[src/rtl/spi_led_slave_if.sv]
// -----------------------------------------------------------------------------
// spi_led_slave_if
//
// Purpose:
//   Bundles the four wires of the runner SPI link so the master side (the
//   runner controller or a testbench) and the LED slave share one definition.
//
// Signals:
//   cs    chip select, active low, driven by the master
//   sclk  SPI clock, idle low (mode 0), driven by the master
//   mosi  serial data master -> slave, LSB first
//   miso  serial readback slave -> master
//
// Modports:
//   master  drives cs/sclk/mosi, observes miso
//   slave   observes cs/sclk/mosi, drives miso
// -----------------------------------------------------------------------------
interface spi_led_slave_if;
    logic cs;
    logic sclk;
    logic mosi;
    logic miso;

    modport master (
        output cs,
        output sclk,
        output mosi,
        input  miso
    );

    modport slave (
        input  cs,
        input  sclk,
        input  mosi,
        output miso
    );
endinterface : spi_led_slave_if

[src/rtl/spi_led_slave.sv]
// -----------------------------------------------------------------------------
// spi_led_slave
//
// Purpose:
//   SPI mode-0 slave that receives 8-bit LSB-first command frames and drives
//   the 6-LED runner display. The SPI wires are asynchronous to sys_clk; they
//   are synchronized, edge-detected and processed by a small IDLE/RECV/COMMIT
//   state machine. A frame is committed only when exactly REG_WIDTH sclk
//   rising edges were seen between cs falling and cs rising.
//
//   Command byte: bits [7:6] select the operation, bits [5:0] are data.
//     00 : led <= data
//     01 : led <= rotate-left-by-1(led)   (msb wraps to lsb)
//     10 : led <= rotate-right-by-1(led)  (lsb wraps to msb)
//     11 : led <= 0
//
// Optional build macro:
//   SPI_READBACK_EN  When defined, {2'b00, led} is captured at the start of
//                    each frame and shifted out on miso LSB first (bit 0
//                    immediately, one more bit per sclk falling edge, then 0).
//                    When undefined, miso is tied low and no readback
//                    register exists.
//
// Ports:
//   sys_clk     system clock
//   rstn        asynchronous active-low reset
//   spi         SPI link (slave modport): cs, sclk, mosi in; miso out
//   led         LED pattern, resets to 6'b000001
//   frame_done  one-cycle pulse when a valid frame has been applied to led
//   frame_err   one-cycle pulse when a malformed frame has been dropped
//
// Timing:
//   led and the frame_done/frame_err pulse change SYNC_STAGES+2 sys_clk
//   cycles after the raw cs rising edge. sclk high and low phases must each
//   last at least 3 sys_clk periods so every edge is seen.
// -----------------------------------------------------------------------------
module spi_led_slave #(
    parameter int LED_WIDTH   = 6,
    parameter int REG_WIDTH   = 8,   // must equal LED_WIDTH + 2
    parameter int SYNC_STAGES = 2    // minimum 2
) (
    input  logic                 sys_clk,
    input  logic                 rstn,
    spi_led_slave_if.slave       spi,
    output logic [LED_WIDTH-1:0] led,
    output logic                 frame_done,
    output logic                 frame_err
);

    // Counter must reach REG_WIDTH+1 so that "too many bits" is distinguishable
    // from a complete frame.
    localparam int CNT_W = $clog2(REG_WIDTH + 2);
    localparam int IDX_W = $clog2(REG_WIDTH);

    localparam logic [CNT_W-1:0] CNT_FULL = CNT_W'(REG_WIDTH);
    localparam logic [CNT_W-1:0] CNT_SAT  = CNT_W'(REG_WIDTH + 1);

    localparam logic [LED_WIDTH-1:0] LED_RESET = LED_WIDTH'(1);

    typedef enum logic [1:0] {
        IDLE   = 2'd0,
        RECV   = 2'd1,
        COMMIT = 2'd2
    } state_t;

    typedef enum logic [1:0] {
        CMD_LOAD = 2'b00,
        CMD_ROL  = 2'b01,
        CMD_ROR  = 2'b10,
        CMD_CLR  = 2'b11
    } cmd_t;

    // -------------------------------------------------------------------------
    // Input synchronizers and edge detection
    // -------------------------------------------------------------------------
    logic [SYNC_STAGES-1:0] cs_sync;
    logic [SYNC_STAGES-1:0] sclk_sync;
    logic [SYNC_STAGES-1:0] mosi_sync;
    logic                   cs_d;
    logic                   sclk_d;

    logic cs_s;
    logic sclk_s;
    logic mosi_s;

    assign cs_s   = cs_sync[SYNC_STAGES-1];
    assign sclk_s = sclk_sync[SYNC_STAGES-1];
    assign mosi_s = mosi_sync[SYNC_STAGES-1];

    // NOTE: synchronizers reset to the idle bus levels (cs high, sclk low) so
    // that leaving reset never manufactures a false cs or sclk edge.
    always_ff @(posedge sys_clk or negedge rstn) begin
        if (!rstn) begin
            cs_sync   <= '1;
            sclk_sync <= '0;
            mosi_sync <= '0;
            cs_d      <= 1'b1;
            sclk_d    <= 1'b0;
        end else begin
            // NOTE: every register here uses <=, so each stage samples the
            // value its neighbour held before this edge and the chain really
            // is SYNC_STAGES flops deep.
            cs_sync   <= {cs_sync[SYNC_STAGES-2:0],   spi.cs};
            sclk_sync <= {sclk_sync[SYNC_STAGES-2:0], spi.sclk};
            mosi_sync <= {mosi_sync[SYNC_STAGES-2:0], spi.mosi};
            cs_d      <= cs_s;
            sclk_d    <= sclk_s;
        end
    end

    logic cs_fall;
    logic cs_rise;
    logic sclk_rise;
    logic sclk_fall;

    assign cs_fall   =  cs_d   & ~cs_s;
    assign cs_rise   = ~cs_d   &  cs_s;
    assign sclk_rise = ~sclk_d &  sclk_s;
    assign sclk_fall =  sclk_d & ~sclk_s;

    // -------------------------------------------------------------------------
    // Command decode
    // -------------------------------------------------------------------------
    state_t               state;
    logic [CNT_W-1:0]     cnt;
    logic [REG_WIDTH-1:0] shreg;
    logic                 start_pend;
    logic [LED_WIDTH-1:0] led_next;
    cmd_t                 cmd;

    assign cmd = cmd_t'(shreg[REG_WIDTH-1 -: 2]);

    always_comb begin
        // NOTE: led_next gets a default before the case so no path leaves it
        // unassigned and no latch is inferred.
        led_next = led;
        unique case (cmd)
            CMD_LOAD: led_next = shreg[LED_WIDTH-1:0];
            CMD_ROL:  led_next = {led[LED_WIDTH-2:0], led[LED_WIDTH-1]};
            CMD_ROR:  led_next = {led[0], led[LED_WIDTH-1:1]};
            CMD_CLR:  led_next = '0;
        endcase
    end

    // -------------------------------------------------------------------------
    // Readback path
    // -------------------------------------------------------------------------
`ifdef SPI_READBACK_EN
    // rb_rem holds the bits still to be shifted out after the one on miso.
    logic [REG_WIDTH-1:0] rb_rem;
    logic                 miso_q;

    assign spi.miso = miso_q;
`else
    assign spi.miso = 1'b0;
`endif

    // -------------------------------------------------------------------------
    // Frame state machine
    // -------------------------------------------------------------------------
    always_ff @(posedge sys_clk or negedge rstn) begin
        if (!rstn) begin
            state      <= IDLE;
            cnt        <= '0;
            shreg      <= '0;
            start_pend <= 1'b0;
            led        <= LED_RESET;
            frame_done <= 1'b0;
            frame_err  <= 1'b0;
`ifdef SPI_READBACK_EN
            rb_rem     <= '0;
            miso_q     <= 1'b0;
`endif
        end else begin
            frame_done <= 1'b0;
            frame_err  <= 1'b0;

            case (state)
                IDLE: begin
                    // A cs fall seen during COMMIT arrives here as start_pend.
                    if (cs_fall || start_pend) begin
                        state      <= RECV;
                        cnt        <= '0;
                        shreg      <= '0;
                        start_pend <= 1'b0;
`ifdef SPI_READBACK_EN
                        miso_q     <= led[0];
                        rb_rem     <= REG_WIDTH'({{(REG_WIDTH-LED_WIDTH){1'b0}}, led} >> 1);
`endif
                    end
                end

                RECV: begin
                    if (cs_rise) begin
                        state <= COMMIT;
`ifdef SPI_READBACK_EN
                        miso_q <= 1'b0;
                        rb_rem <= '0;
`endif
                    end else begin
                        if (sclk_rise) begin
                            if (cnt < CNT_FULL) begin
                                shreg[cnt[IDX_W-1:0]] <= mosi_s;
                            end
                            if (cnt < CNT_SAT) begin
                                cnt <= cnt + 1'b1;
                            end
                        end
`ifdef SPI_READBACK_EN
                        // Once rb_rem has emptied, zeros shift in and miso holds 0.
                        if (sclk_fall) begin
                            miso_q <= rb_rem[0];
                            rb_rem <= rb_rem >> 1;
                        end
`endif
                    end
                end

                COMMIT: begin
                    state      <= IDLE;
                    start_pend <= cs_fall;
                    if (cnt == CNT_FULL) begin
                        led        <= led_next;
                        frame_done <= 1'b1;
                    end else begin
                        frame_err  <= 1'b1;
                    end
                end

                default: state <= IDLE;
            endcase
        end
    end

`ifndef SPI_READBACK_EN
    // Falling sclk edges only matter for readback.
    logic unused_ok;
    assign unused_ok = sclk_fall;
`endif

endmodule : spi_led_slave

[src/flat_wrapper.sv]
// flat-port wrapper written by rule: the top's interface ports become plain ports
module spi_led_slave_flat 
#(
    parameter int LED_WIDTH   = 6,
    parameter int REG_WIDTH   = 8,                              
    parameter int SYNC_STAGES = 2                
)
  (sys_clk, rstn, led, frame_done, frame_err, spi_cs, spi_sclk, spi_mosi, spi_miso);
  spi_led_slave_if spi_i ();
  input  logic sys_clk;
  input  logic rstn;
  output logic [LED_WIDTH-1:0] led;
  output logic frame_done;
  output logic frame_err;
  input wire logic [$bits(spi_i.cs)-1:0] spi_cs;
  input wire logic [$bits(spi_i.sclk)-1:0] spi_sclk;
  input wire logic [$bits(spi_i.mosi)-1:0] spi_mosi;
  output wire logic [$bits(spi_i.miso)-1:0] spi_miso;
  assign spi_i.cs = spi_cs;
  assign spi_i.sclk = spi_sclk;
  assign spi_i.mosi = spi_mosi;
  assign spi_miso = spi_i.miso;
  spi_led_slave #(.LED_WIDTH(LED_WIDTH), .REG_WIDTH(REG_WIDTH), .SYNC_STAGES(SYNC_STAGES)) u_core (.sys_clk(sys_clk), .rstn(rstn), .spi(spi_i), .led(led), .frame_done(frame_done), .frame_err(frame_err));
endmodule
[config.mk]
export PLATFORM = sky130hd
export DESIGN_NAME = spi_led_slave_flat
export DESIGN_NICKNAME = d
export VERILOG_FILES = /design/src/rtl/spi_led_slave_if.sv /design/src/rtl/spi_led_slave.sv /design/src/flat_wrapper.sv
export SDC_FILE = /design/constraint.sdc
export NUM_CORES = 1
export LEC_CHECK = 0
export BUFFER_PORTS_ARGS = -buffer_cell sky130_fd_sc_hd__buf_2
export CAP_MARGIN = 20
export CORE_MARGIN = 2
export CORE_UTILIZATION = 45
export DETAILED_ROUTE_END_ITERATION = 10
export GPL_TIMING_DRIVEN = 1
export MAX_ROUTING_LAYER = met4
export PLACE_DENSITY = 0.66
export SYNTH_ARGS = -nofsm -noshare
export SYNTH_HDL_FRONTEND = slang
export SYNTH_SLANG_ARGS = --single-unit
[constraint.sdc]
create_clock -name sys_clk -period 1.7 [get_ports sys_clk]
set_input_delay 0.17 -clock sys_clk [delete_from_list [all_inputs] [get_ports sys_clk]]
set_output_delay 0.17 -clock sys_clk [all_outputs]
set_load 0.01 [all_outputs]
# After elaboration in Yosys (flattened, before gate mapping)
# Cells that the tools add are included.
[totals] register_bits=31 input_bits=5 out_inout_bits=9 word_cells=69
[classes] add_sub_neg=1 magnitude_cmp=4 n_eq_ne=12 n_mux=23 bitwise_logic=6 reduce_logical=11
[ops] cell="$mux 8" n=4
[ops] cell="$pmux 6 s4" n=1
[ops] cell="$mux 4" n=4
[ops] cell="$pmux 8 s2" n=1
[ops] cell="$ne 2x1->1 const B" n=5
[ops] cell="$reduce_and 5->1" n=2
[ops] cell="$bwmux 8" n=1
[ops] cell="$lt 4x4->1 const B" n=2
[ops] cell="$pmux 4 s2" n=1
[ops] cell="$eq 2x2->1 const B" n=3
[ops] cell="$mux 1" n=6
[ops] cell="$reduce_and 2->1" n=3
[ops] cell="$add 4x1->4 const B" n=1
[ops] cell="$eq 2x1->1 const B" n=2
[ops] cell="$eq 4x4->1 const B" n=1
[ops] cell="$logic_not 2->1" n=2
[ops] cell="$lt 3x4->1 const B" n=1
[ops] cell="$mux 2" n=2
[ops] cell="$pmux 2 s2" n=1
[ops] cell="$reduce_bool 2->1" n=2
[ops] cell="$and 1x1->1" n=3
[ops] cell="$demux 1 s3" n=1
[ops] cell="$ge 3x1->1 const B" n=1
[ops] cell="$not 1->1" n=3
[ops] cell="4 further kinds" n=4

# Longest topological paths before layout
[depth] depth_word=9 depth_mapped=7 mapped_depth_nobuf=6

# Least setup slack after synthesis
# No wires, ideal clock.
[synth_path] path_type="register to register" start="register u_core.cnt[0]" end="register u_core.cnt[3]" setup_ps=124 t_arrival_ps=1466 required_ps=1576 slack_ps=110 stages_incl_launch_ff=8 path_buffers=1 synth_period_minus_slack_ps=1590 path_cell_list="dfrtp_1 > clkbuf_1 > inv_1 > ha_1 > nand2b_1 > a21oi_1 > o2bb2ai_1 > a211o_2"
[synth_between] elab_chain_len=5 elab_cells_between_ends=8 cone_classes="add/sub (1); order compare (1); eq/ne (1); mux (4); reduce/logical (1)"
[synth_rtl] element="from (decl)" line="spi_led_slave.sv:125" rtl="logic [CNT_W-1:0] cnt;"
[synth_rtl] element="from (signal assigned)" line="spi_led_slave.sv:206" rtl="cnt <= cnt + 1'b1;"
[synth_rtl] element="$add 4x1->4" line="spi_led_slave.sv:206"
[synth_rtl] element="$mux 4" line="spi_led_slave.sv:205" rtl="if (cnt < CNT_SAT) begin"
[synth_rtl] element="$mux 4" line="spi_led_slave.sv:201" rtl="if (sclk_rise) begin"
[synth_rtl] element="$mux 4" line="spi_led_slave.sv:194" rtl="if (cs_rise) begin"
[synth_rtl] element="$pmux 4 s2" line="spi_led_slave.sv:178" rtl="case (state)"
# Parallel ways exist; a longest one is shown, timed or not. The select of a mux whose other input is x is not followed.
# A chain may end at the register's enable or synchronous reset.

# Worst setup path in the final report
[layout_path] start="register u_core.cs_d" end="register u_core.cnt[3]"
[layout_between] elab_chain_len=4 elab_cells_between_ends=7 cone_classes="eq/ne (2); bitwise (3); reduce/logical (2)"
[layout_rtl] element="from (decl)" line="spi_led_slave.sv:79" rtl="logic cs_d;"
[layout_rtl] element="from (signal assigned)" line="spi_led_slave.sv:106" rtl="cs_d <= cs_s;"
[layout_rtl] element="$and 1x1->1 or $not 1->1 (tied branches)" line="spi_led_slave.sv:116, spi_led_slave.sv:117"
[layout_rtl] element="$logic_or 1x1->1 or $and 1x1->1 (tied branches)" line="spi_led_slave.sv:181, spi_led_slave.sv:117"
[layout_rtl] element="$ne 2x1->1 (no line) or $ne 2x2->1 (tied branches)"
[layout_rtl] element="$reduce_and 5->1 (no line) (*)"
# Mark *: on every way between the ends. The rest lies on a longest branch, timed or not.

==> flow_summary.json <==
{
  "synthFlopType": "dfrtp_1",
  "min_period_over_period_pct": 95.5,
  "p_int_mw": 1.42,
  "multi_input_area_sq_um": 644,
  "dr_total_vias": 1147,
  "p_clk_share_pct": 18.0,
  "drc": 0,
  "postRouteAntennaNets": 0,
  "final_nets": 181,
  "synth_commonest_cells": "27 x dfrtp_1, 15 x a21oi_1, 15 x o21ai_0",
  "switching_share_pct": 37.8,
  "io_pins": 14,
  "cp-start-kind": "flip-flop",
  "p_switching_mw": 0.859,
  "start_util_pct": 45.9,
  "grt_pass1_vias": 1135,
  "avgSynthCellArea_sq_um": 9.93,
  "hold_slack_ps": 359,
  "drive_gt1_share_pct": 20.6,
  "routedWlPerCell_um": 12.8,
  "max_cap_viol_count": 0,
  "yosysWarningCount": 0,
  "p_total_mw": 2.27,
  "reg2reg_slack_ps": 80,
  "numClockSinks": 31,
  "relSlewSlack_pct": 54.4,
  "placed_cells": 209,
  "critPathKind": "reg -> reg",
  "port_buffers": 12,
  "synth_nets": 159,
  "hpwl_um": 2060,
  "firstDrtPassIters": 4,
  "grt_overflow_total": 0,
  "report.final.slew_viol_count": 0,
  "stdcell_area_sq_um": 1750,
  "vias_per_cell": 5.19,
  "hold_path.class": "reg -> reg",
  "tritoncts": "built",
  "cp_slowest_cell": "dfstp_2",
  "postSynthCellCount": 152,
  "place_congestion": 0.766,
  "combPwrFrac_pct": 35.1,
  "leakage_nw": 0.817,
  "antenna_found_initial": 0,
  "fin_worst_skew_ps": 8.59,
  "max_freq_mhz": 616,
  "area_growth_pct": 16.3,
  "async_reset_ff_share_pct": 100,
  "clkLatencyLatePin_ps": 330,
  "grt_pass1_wl_um": 4800,
  "cp_data_arrival_time_ps": 1840,
  "wirelength_um": 2840,
  "dpl_cell_area_sq_um": 1650,
  "crit_path_max_fanout": 6,
  "stdcell_count": 221,
  "cts.path.max_buffers": 2,
  "synth_top_cell_by_area": "dfrtp_1",
  "setup_violations": 0,
  "p_per_area_nw_per_um2": 1300,
  "die_area_sq_um": 3830,
  "netlist_area_sq_um": 1510,
  "synth_top_area_share_pct": 44.8,
  "worst_slew_pin_slew_ps": 683,
  "grt.total_usage_pct": 17.9,
  "core-area_sq_um": 3280,
  "nFillCells": 292,
  "finalHoldViolCount": 0,
  "htree_levels": 2,
  "period_minus_slack_ps": 1620,
  "rsz0062_at_grt": "no",
  "die_h_um": 61.9,
  "diodes": 0,
  "regArea_sq_um": 781,
  "fin_setup_tns_ps": 0,
  "synth.distinct_cells": 38,
  "drt_iter0_drc": 55,
  "crit_chain": "nand2b_1 > a211o_1 > o2bb2ai_2 > a211o_2",
  "clk_pin_slew_ps": 90,
  "rows": 21,
  "ys_ff_latch": 31,
  "pwr-share-seq_pct": 46.9,
  "ir_drop_mv": 0.607,
  "synthTopCellsByArea": "dfrtp_1 45%, dfstp_2 7.0%, mux2i_1 5.3%, a21oi_1 5.0%, o21ai_0 5.0%",
  "cts_buffers": 5,
  "synth-edff-count": 0,
  "cp_slowest_stage_delay_ps": 550,
  "grt_max_degree": 32,
  "die_x_um": 61.9,
  "yosys.cell_count.top_type": "dfrtp_1",
  "required_ps": 1920,
  "cp-end-kind": "flip-flop",
  "cts-root-buf": "clkbuf_4",
  "status": "complete, no violations",
  "yosysSeqAreaShare_pct": 51.7
}
-- flip-flops by register name (all words and copies together), names as in the netlist, 2 cells and up --
register          count
u_core.state          2
u_core.mosi_sync      2
u_core.sclk_sync      2
u_core.shreg          8
u_core.cs_sync        2
u_core.led            6
u_core.cnt            4
-- per-stage QoR --
step                worst slack [ps]  utilization [%]
floorplan                        110                -
global placement                66.8             50.3
detailed placement              32.9             50.3
CTS                             6.63             53.1
global route                    6.90             53.4
finish                          76.0             53.4
-- power groups by stage --
stage	clock network (mW)	logic [mW]	registers (mW)
global placement	0	0.754	1.07
finish	0.410	0.798	1.07
CTS	0.429	0.797	1.07
floorplan	0	0.656	0.971
detailed placement	0	0.788	1.08
global route	0.463	0.900	1.10
-- placed cells by master, fill, tap and decap left out, types with 2 or more instances in the layout --
cell type and n:
a21oi_1 15, and2_1 2, and3_1 2, and3b_1 3, buf_2 12, buf_4 7, clkbuf_4 5, dfrtp_1 27
dfstp_2 4, dlygate4sd3_1 4, ha_1 2, inv_1 12, mux2i_1 8, nand2_1 12, nand2b_1 4, nor2_1 6
nor2b_1 2, nor3_1 7, nor3b_1 3, o21ai_0 15
-- path summary, 6_finish.rpt --
path | end | cells after the start | start
max | u_core.cnt[3] | 4 | u_core.cs_d
max reg2reg | u_core.cnt[3] | 4 | u_core.cs_d
max in group asynchronous | u_core.shreg[4] | 2 | rstn
min reg2reg | u_core.mosi_sync[1] | 0 | u_core.mosi_sync[0]
min in group asynchronous | u_core.frame_done | 2 | rstn
min | u_core.mosi_sync[1] | 0 | u_core.mosi_sync[0]
-- cell families after synthesis --
group	Yosys count	synth area share, %
and+or+nand+nor	49	19.2
DFF	31	51.7
buffers and inverters	21	6.14
muxes	8	5.31
AOI/OAI and AO/OA	40	15.7
adders and majority gates	2	1.66
other	1	0.249
-- area by class of cell --
cell class | count | area share (%)
sequential | 31 | 44.5
multi-input combinational | 100 | 36.7
clock buffer | 6 | 2.35
timing repair buffer | 24 | 9.84
clock inverter | 2 | 0.713
tap | 46 | 3.28
inverter | 12 | 2.57
-- critical path, delay by kind of cell, from the launching register on --
kind	cells	cell delay [ps]
compound gates	3	900
flops	1	550
simple gates	1	70
-- routing by layer --
layer  vias up  track usage [%]  wire length (um)
met5         -                -                 0
met1       549             17.3              1190
met3         4             5.59               117
met4         0             4.56                38
li1        567                -                 -
met2        27             34.1              1500
-- timing repair --
action	CTS	global route
gates resized for setup	0	2
endpoints found under the setup margin	0	3
hold endpoints to repair	30	0
setup buffers	0	0
hold buffers	4	0
Note: power is estimated with default switching activity, not from simulation.
